File: config.mk
export PLATFORM = sky130hd
export DESIGN_NAME = bumpy_hit_edge_detector
export DESIGN_NICKNAME = d
export VERILOG_FILES = /design/src/rtl/bumpy_hit_edge_detector.sv
export SDC_FILE = /design/constraint.sdc
export NUM_CORES = 1
export LEC_CHECK = 0
export ABC_AREA = 1
export ABC_CLOCK_PERIOD_IN_PS = 4700
export BUFFER_PORTS_ARGS = -buffer_cell sky130_fd_sc_hd__clkbuf_2
export CAP_MARGIN = 15
export CORE_MARGIN = 5
export CORE_UTILIZATION = 35
export DETAILED_ROUTE_END_ITERATION = 6
export PLACE_DENSITY = 0.67
export SYNTH_ARGS = -nofsm -noshare
export SYNTH_HDL_FRONTEND = slang
export SYNTH_SLANG_ARGS = --single-unit
File: constraint.sdc
create_clock -name clk -period 4.7 [get_ports clk]
set_clock_uncertainty 0.05 [all_clocks]
set_input_delay 0 -clock clk [delete_from_list [all_inputs] [get_ports clk]]
set_output_delay 0 -clock clk [all_outputs]
set_load 0.05 [all_outputs]
File: src/rtl/bumpy_hit_edge_detector.sv
// Per-frame Bumpy/brick overlap detector: counts overlap pixels and records which sprite edge bands were hit.
// Results publish one cycle after each startOfFrame and hold for the frame; no backpressure, one pixel per clk.
module bumpy_hit_edge_detector #(
   parameter int OBJECT_SIZE = 32,
   parameter int EDGE_WIDTH  = 4,
   parameter int MIN_HITS    = 2
) (
   input  logic               clk,
   input  logic               resetN,
   input  logic               startOfFrame,
   input  logic signed [10:0] pixelX,
   input  logic signed [10:0] pixelY,
   input  logic               bumpyDrawingRequest,
   input  logic               brickDrawingRequest,
   input  logic signed [10:0] topLeftX,
   input  logic signed [10:0] topLeftY,
   input  logic               EndGame,
   output logic               collision,
   output logic [3:0]         HitEdgeCode,
   output logic [7:0]         hitCount
);

   localparam logic signed [11:0] SZ   = 12'(OBJECT_SIZE);
   localparam logic signed [11:0] EW   = 12'(EDGE_WIDTH);
   localparam logic [8:0]         MINH = 9'(MIN_HITS);

   typedef enum logic {IDLE, ACCUM} state_t;

   state_t             state;
   logic [7:0]         counter;
   logic [3:0]         accum;
   logic signed [11:0] offX;
   logic signed [11:0] offY;
   logic               inX;
   logic               inY;
   logic               overlap;
   logic [3:0]         edge_bits;
   logic [7:0]         counter_inc;
   logic               qualifies;

   // 12-bit sign-extended subtraction so sprites near the screen edge never wrap
   assign offX = {pixelX[10], pixelX} - {topLeftX[10], topLeftX};
   assign offY = {pixelY[10], pixelY} - {topLeftY[10], topLeftY};
   assign inX  = (offX >= 12'sd0) && (offX < SZ);
   assign inY  = (offY >= 12'sd0) && (offY < SZ);

   assign overlap     = (state == ACCUM) && bumpyDrawingRequest && brickDrawingRequest;
   assign counter_inc = (counter == 8'hFF) ? counter : counter + 8'd1;
   assign qualifies   = {1'b0, counter} >= MINH;

   always_comb begin
      edge_bits = 4'b0000;
      if (inX && inY) begin
         edge_bits[0] = offY >= (SZ - EW);
         edge_bits[1] = offX >= (SZ - EW);
         edge_bits[2] = offY < EW;
         edge_bits[3] = offX < EW;
      end
   end

   always_ff @(posedge clk) begin
      if (!resetN || EndGame) begin
         state       <= IDLE;
         counter     <= 8'd0;
         accum       <= 4'b0000;
         collision   <= 1'b0;
         HitEdgeCode <= 4'b0000;
         hitCount    <= 8'd0;
      end else begin
         case (state)
            IDLE: begin
               if (startOfFrame)
                  state <= ACCUM;
            end
            ACCUM: begin
               if (startOfFrame) begin
                  collision   <= qualifies;
                  HitEdgeCode <= qualifies ? accum : 4'b0000;
                  hitCount    <= counter;
                  // a pixel landing on the frame boundary belongs to the new frame
                  counter     <= overlap ? 8'd1 : 8'd0;
                  accum       <= overlap ? edge_bits : 4'b0000;
               end else if (overlap) begin
                  counter <= counter_inc;
                  accum   <= accum | edge_bits;
               end
            end
            default: state <= IDLE;
         endcase
      end
   end

endmodule

== After elaboration in Yosys (flattened, before gate mapping) ==
Index checks and enable logic that the tools add are counted.
Operators by class
  add/subtract/negate cells: 3
  $lt $le $gt $ge: 9
  equality and inequality tests: 2
  multiplexer cells: 11
  bitwise gates (word level): 1
  reduce and logical (&&, ||, !) cells: 11
Operators with widths (count)
  $ge 12x1->1 const B: 2
  $ge 12x6->1 const B: 2
  $lt 12x4->1 const B: 2
  $lt 12x7->1 const B: 2
  $mux 8: 3
  $sub 11x11->12: 2
  $mux 4: 5
  $add 8x1->8 const B: 1
  $eq 8x8->1 const B: 1
  $ge 8x2->1 const B: 1
  $logic_and 1x1->1: 5
  $or 4x4->4: 1
  $reduce_and 2->1: 2
  $mux 1: 3
  $reduce_and 3->1: 1
  $ne 2x2->1 const B: 1
  $reduce_bool 2->1: 1
  $logic_not 1->1: 1
  $logic_or 1x1->1: 1
Word-level totals
  flip-flop bits (word level): 26
  input port bits: 50
  output and inout port bits: 13
  word-level logic and storage cells: 43

== Logic depth before layout (Yosys ltp) ==
  word-level depth: 8
  mapped depth: 18
  mapped depth without buffers: 18

== Worst setup path after synthesis ==
OpenSTA, ideal clock, no wires.
  path kind: input-to-reg
  start: input pixelY[0]
  end: register accum[2]
  library setup time: 0.070 ns
  data arrival time: 1.623 ns
  required time: 4.580 ns
  setup slack: 2.957 ns
  stages on the path: 15
  path buffers: 0
  cell sequence: inv_1 > ha_1 > inv_1 > fa_1 > nand3_1 > nand3_1 > nand2_1 > nand3_1 > nand2_1 > nand3_1 > nor3_4 > nand3_1 > nand2_1 > nand2_1 > a21oi_1
On the way
  cells in the longest elaborated chain, start to end: 8
  elaborated cells on any way between the ends: 11
  classes of those cells: add/sub (1); order compare (3); mux (4); bitwise (1); reduce/logical (2)
RTL lines
  start: declaration: line 12  | input logic signed [10:0] pixelY,
  $sub 11x11->12 (*): line 43  | assign offY = {pixelY[10], pixelY} - {topLeftY[10], topLeftY};
  $ge 12x1->1 or $lt 12x7->1 (tied branches): line 45  | assign inY = (offY >= 12'sd0) && (offY < SZ);
  $logic_and 1x1->1: line 45
  $logic_and 1x1->1: line 53  | if (inX && inY) begin
  $mux 4 (*): line 53
  $or 4x4->4: line 85  | accum <= accum | edge_bits;
  $mux 4: line 83  | end else if (overlap) begin
  $mux 4 (*): line 76  | if (startOfFrame) begin
  end signal: assignment: line 82  | accum <= overlap ? edge_bits : 4'b0000;
  end signal: assignment: line 85
  end: declaration: line 31  | logic [3:0] accum;
Mark *: on every way between the ends. The rest lies on a longest branch, timed or not. The select of a mux whose other input is x is not followed.
A chain may end at the register's enable or synchronous reset.

== Worst setup path after layout ==
  start: input startOfFrame
  end: register counter[7]
On the way
  cells in the longest elaborated chain, start to end: 2
  elaborated cells on any way between the ends: 4
  classes of those cells: eq/ne (1); mux (1); reduce/logical (2)
RTL lines
  start: declaration: line 10  | input logic startOfFrame,
  $ne 2x2->1 (no line) or $reduce_bool 2->1 (tied branches)
  $reduce_and 3->1 (no line)
  end signal: assignment: line 81  | counter <= overlap ? 8'd1 : 8'd0;
  end signal: assignment: line 84  | counter <= counter_inc;
  end: declaration: line 30  | logic [7:0] counter;
Several ways; a longest one is shown, not always the timed one.

==> summary.txt <==
Seq/Total Area, Yosys -> 20.9%
Final Hold Viols -> 0
CTS tree -> done
Vias in the first global route -> 2440
Sw Share -> 34.9%
DRT iter0 DRCs -> 89
Total die area -> 8890 um^2
Critical path type -> input port to flip-flop
Pin count of the biggest net entering global routing -> 18
Synthesized instance count -> 415
Port Buf Inserts -> 62
Core Area -> 6870 um^2
GPL Wtd Cong -> 0.851
Status -> completed
#FFs+latches synth -> 26
Mux share of post-synthesis cell area -> 0%
Vias -> 2622
Setup TNS Final -> 0 ns
Share of layout cells above drive strength 1 -> 17.5%
Sw Pwr -> 0.206 mW
Initial core utilization -> 36.2%
Die Ht -> 94.3 um
Antenna Violating Nets Remaining -> 0
Max-slew headroom -> 61.5%
Mapped cell area -> 2490 um^2
Vias per std cell -> 4.54
Routed length per instance -> 9.76 um
Most frequent CP cell -> inv_1
Min-delay worst type -> input port to flip-flop
Final Cycle Share -> 41.0%
DRC -> 0
CTS Buf Count -> 3
Kind of end point of the critical path -> flip-flop
Synth Area in Simple Gates -> 37.7%
Post-synth cell types -> 27
Fin. max-slew vios -> 0
Pre-CTS setup slack -> 2.70 ns
Ant. Diodes -> 0
Peak supply drop -> 0.131 mV
RSZ-0062 raised after global routing -> no
Post-Synth Adder-Cell Area -> 12.9%
Placed inst area -> 2920 um^2
CP Launch Type -> input port
Worst-path maximum fanout -> 14
Clock Power Share -> 24.8%
Clock Pin Slew Worst Setup and Hold Paths -> 0.09 ns
Design area -> 2980 um^2
Final WL -> 5630 um
CP cell instances -> dlygate4sd3_1 > clkbuf_2 > nand2_1 > inv_1 > nor2_1 > inv_1 > a211oi_1
Fin worst setup slack -> 2.77 ns
Synth Area in Compound Gates -> 11.7%
Row Count -> 30
# setup viols final -> 0
Num Clock Sinks -> 26
Clock Tree Buf Depth -> 2
Clk root buf -> clkbuf_8
Xor/xnor share of the synthesized area -> 3.17%
Synth warn -> 0
Fin util -> 43.4%
Req. time, crit path -> 4.83 ns
Largest family of logic cells by synthesized area -> simple AND/OR/NAND/NOR gates
Nets -> 557
Initial antenna violation count -> 0
Slowest cell delay on critical path -> 0.53 ns
Grt ovf -> 0
CP max stage cell -> dlygate4sd3_1
Leak -> 1.72 nW
Power per cell area -> 197 nW/um^2
HPWL after DPL -> 4780 um
Pint -> 0.383 mW
Max Cap Viol -> 0
Final worst path period need -> 1.93 ns
First drt pass iteration count -> 5
Logic pwr share -> 37.3%
H-tree Lvls -> 1
Clk_lat worst skew -> 0.27 ns
Worst-Margin Slew -> 0.575 ns
Synth Net Count -> 490
Worst EP arrival -> 2.06 ns
Ports -> 63
Sequential Power Share -> 37.9%
Die width -> 94.3 um
GRT Overall Usage -> 13.1%
Fmax -> 518 MHz
Layout area overhead -> 19.9%
Syn avg cell area -> 5.99 um^2
First-pass GRT wire length -> 9920 um
## logic make-up after synthesis
family	Yosys count
simple gates	216
compound gates	49
buf+inv	90
xor+xnor	9
fa+ha+maj	25
flops	26
## layer usage
| metal | part of all wire, % | vias up | track usage (%) |
|---|---|---|---|
| met1 | 47 | 1116 | 16.5 |
| met5 | 0 | - | 0 |
| met4 | 0.64 | 0 | 1.93 |
| met3 | 5.0 | 6 | 2.08 |
| li1 | - | 1432 | - |
| met2 | 48 | 68 | 23.6 |
## cell type report
| class | instances | area (um^2) |
|---|---|---|
| repair buffers | 64 | 328 |
| inverters | 88 | 330 |
| multi-input cells | 299 | 1630 |
| flip-flops and latches | 26 | 520 |
| clock buffers | 4 | 55.1 |
| well taps | 96 | 120 |
| fillers | 719 | 3890 |
## final timing paths
kind | slack, ns | start | to | cells after the start
worst min-delay path | 0.07 | bumpyDrawingRequest | accum[0] | 5
worst max-delay path | 2.77 | startOfFrame | counter[7] | 7
worst max register to register | 2.78 | counter[1] | counter[7] | 7
worst min register to register | 0.43 | HitEdgeCode[0] | HitEdgeCode[0] | 1
## cell usage in the layout (no fill, tap or decap)
cell type and instances:
a211oi_1 1, a21oi_1 26, a31oi_1 1, a31oi_4 1
a32o_1 4, buf_4 1, clkbuf_2 62, clkbuf_8 4
dfxtp_1 26, dlygate4sd3_1 1, fa_1 1, ha_1 24
inv_1 86, inv_2 2, nand2_1 127, nand2_2 5
nand2_4 1, nand3_1 27, nand3_2 2, nand4_1 9
nor2_1 32, nor2_2 5, nor3_1 4, nor3_4 1
nor3b_1 1, nor4_1 2, o211a_1 1, o21ai_0 15
xnor2_1 3, xor2_1 6
## through the flow
stage,cells,hold WS (ns),power [mW]
detailed placement,572,0.268,0.447
global placement,572,0.269,0.445
finish,577,0.0691,0.589
CTS,577,0.0719,0.593
global route,577,0.146,0.637
floorplan,415,0.0794,0.393
## Yosys cell counts (all sizes together)
master  number  area (um^2)
clkbuf       2         7.51
nor3b        1         7.51
a211oi       1         7.51
nand4        9         56.3
o21ai       15         75.1
o211a        1         10.0
nor4         2         12.5
nor2        37          151
inv         88          330
a32o         4         40.0
fa           1         20.0
xor2         6         52.6
xnor2        3         26.3
dfxtp       26          521
a31oi        2         27.5
nand3       29          155
nand2      133          519
ha          24          300
a21oi       26          130
nor3         5         36.3
## timing repair
action                    in CTS  in global routing
hold endpoints to repair       2                  0
hold buffers                   1                  0
resized for setup              0                  0
setup buffers                  0                  0
## worst max-delay path, delay by kind of cell
kind | cells | cell delay [ns]
buf+inv | 4 | 1.08
simple gates | 2 | 0.73
compound gates | 1 | 0.25
## power groups by stage
stage | Combinational [mW] | Clock, mW | Sequential [mW]
final | 0.219 | 0.146 | 0.223
after global routing | 0.253 | 0.160 | 0.224
after CTS | 0.221 | 0.149 | 0.223
after detailed placement | 0.219 | 0 | 0.228
after global placement | 0.217 | 0 | 0.228
after floorplan | 0.161 | 0 | 0.232
## sequential cells by signal, indices dropped and copies added, names as in the netlist
signal	count
hitCount	8
accum	4
collision	1
state	1
counter	8
HitEdgeCode	4
Power figures use the tool's default switching activity.
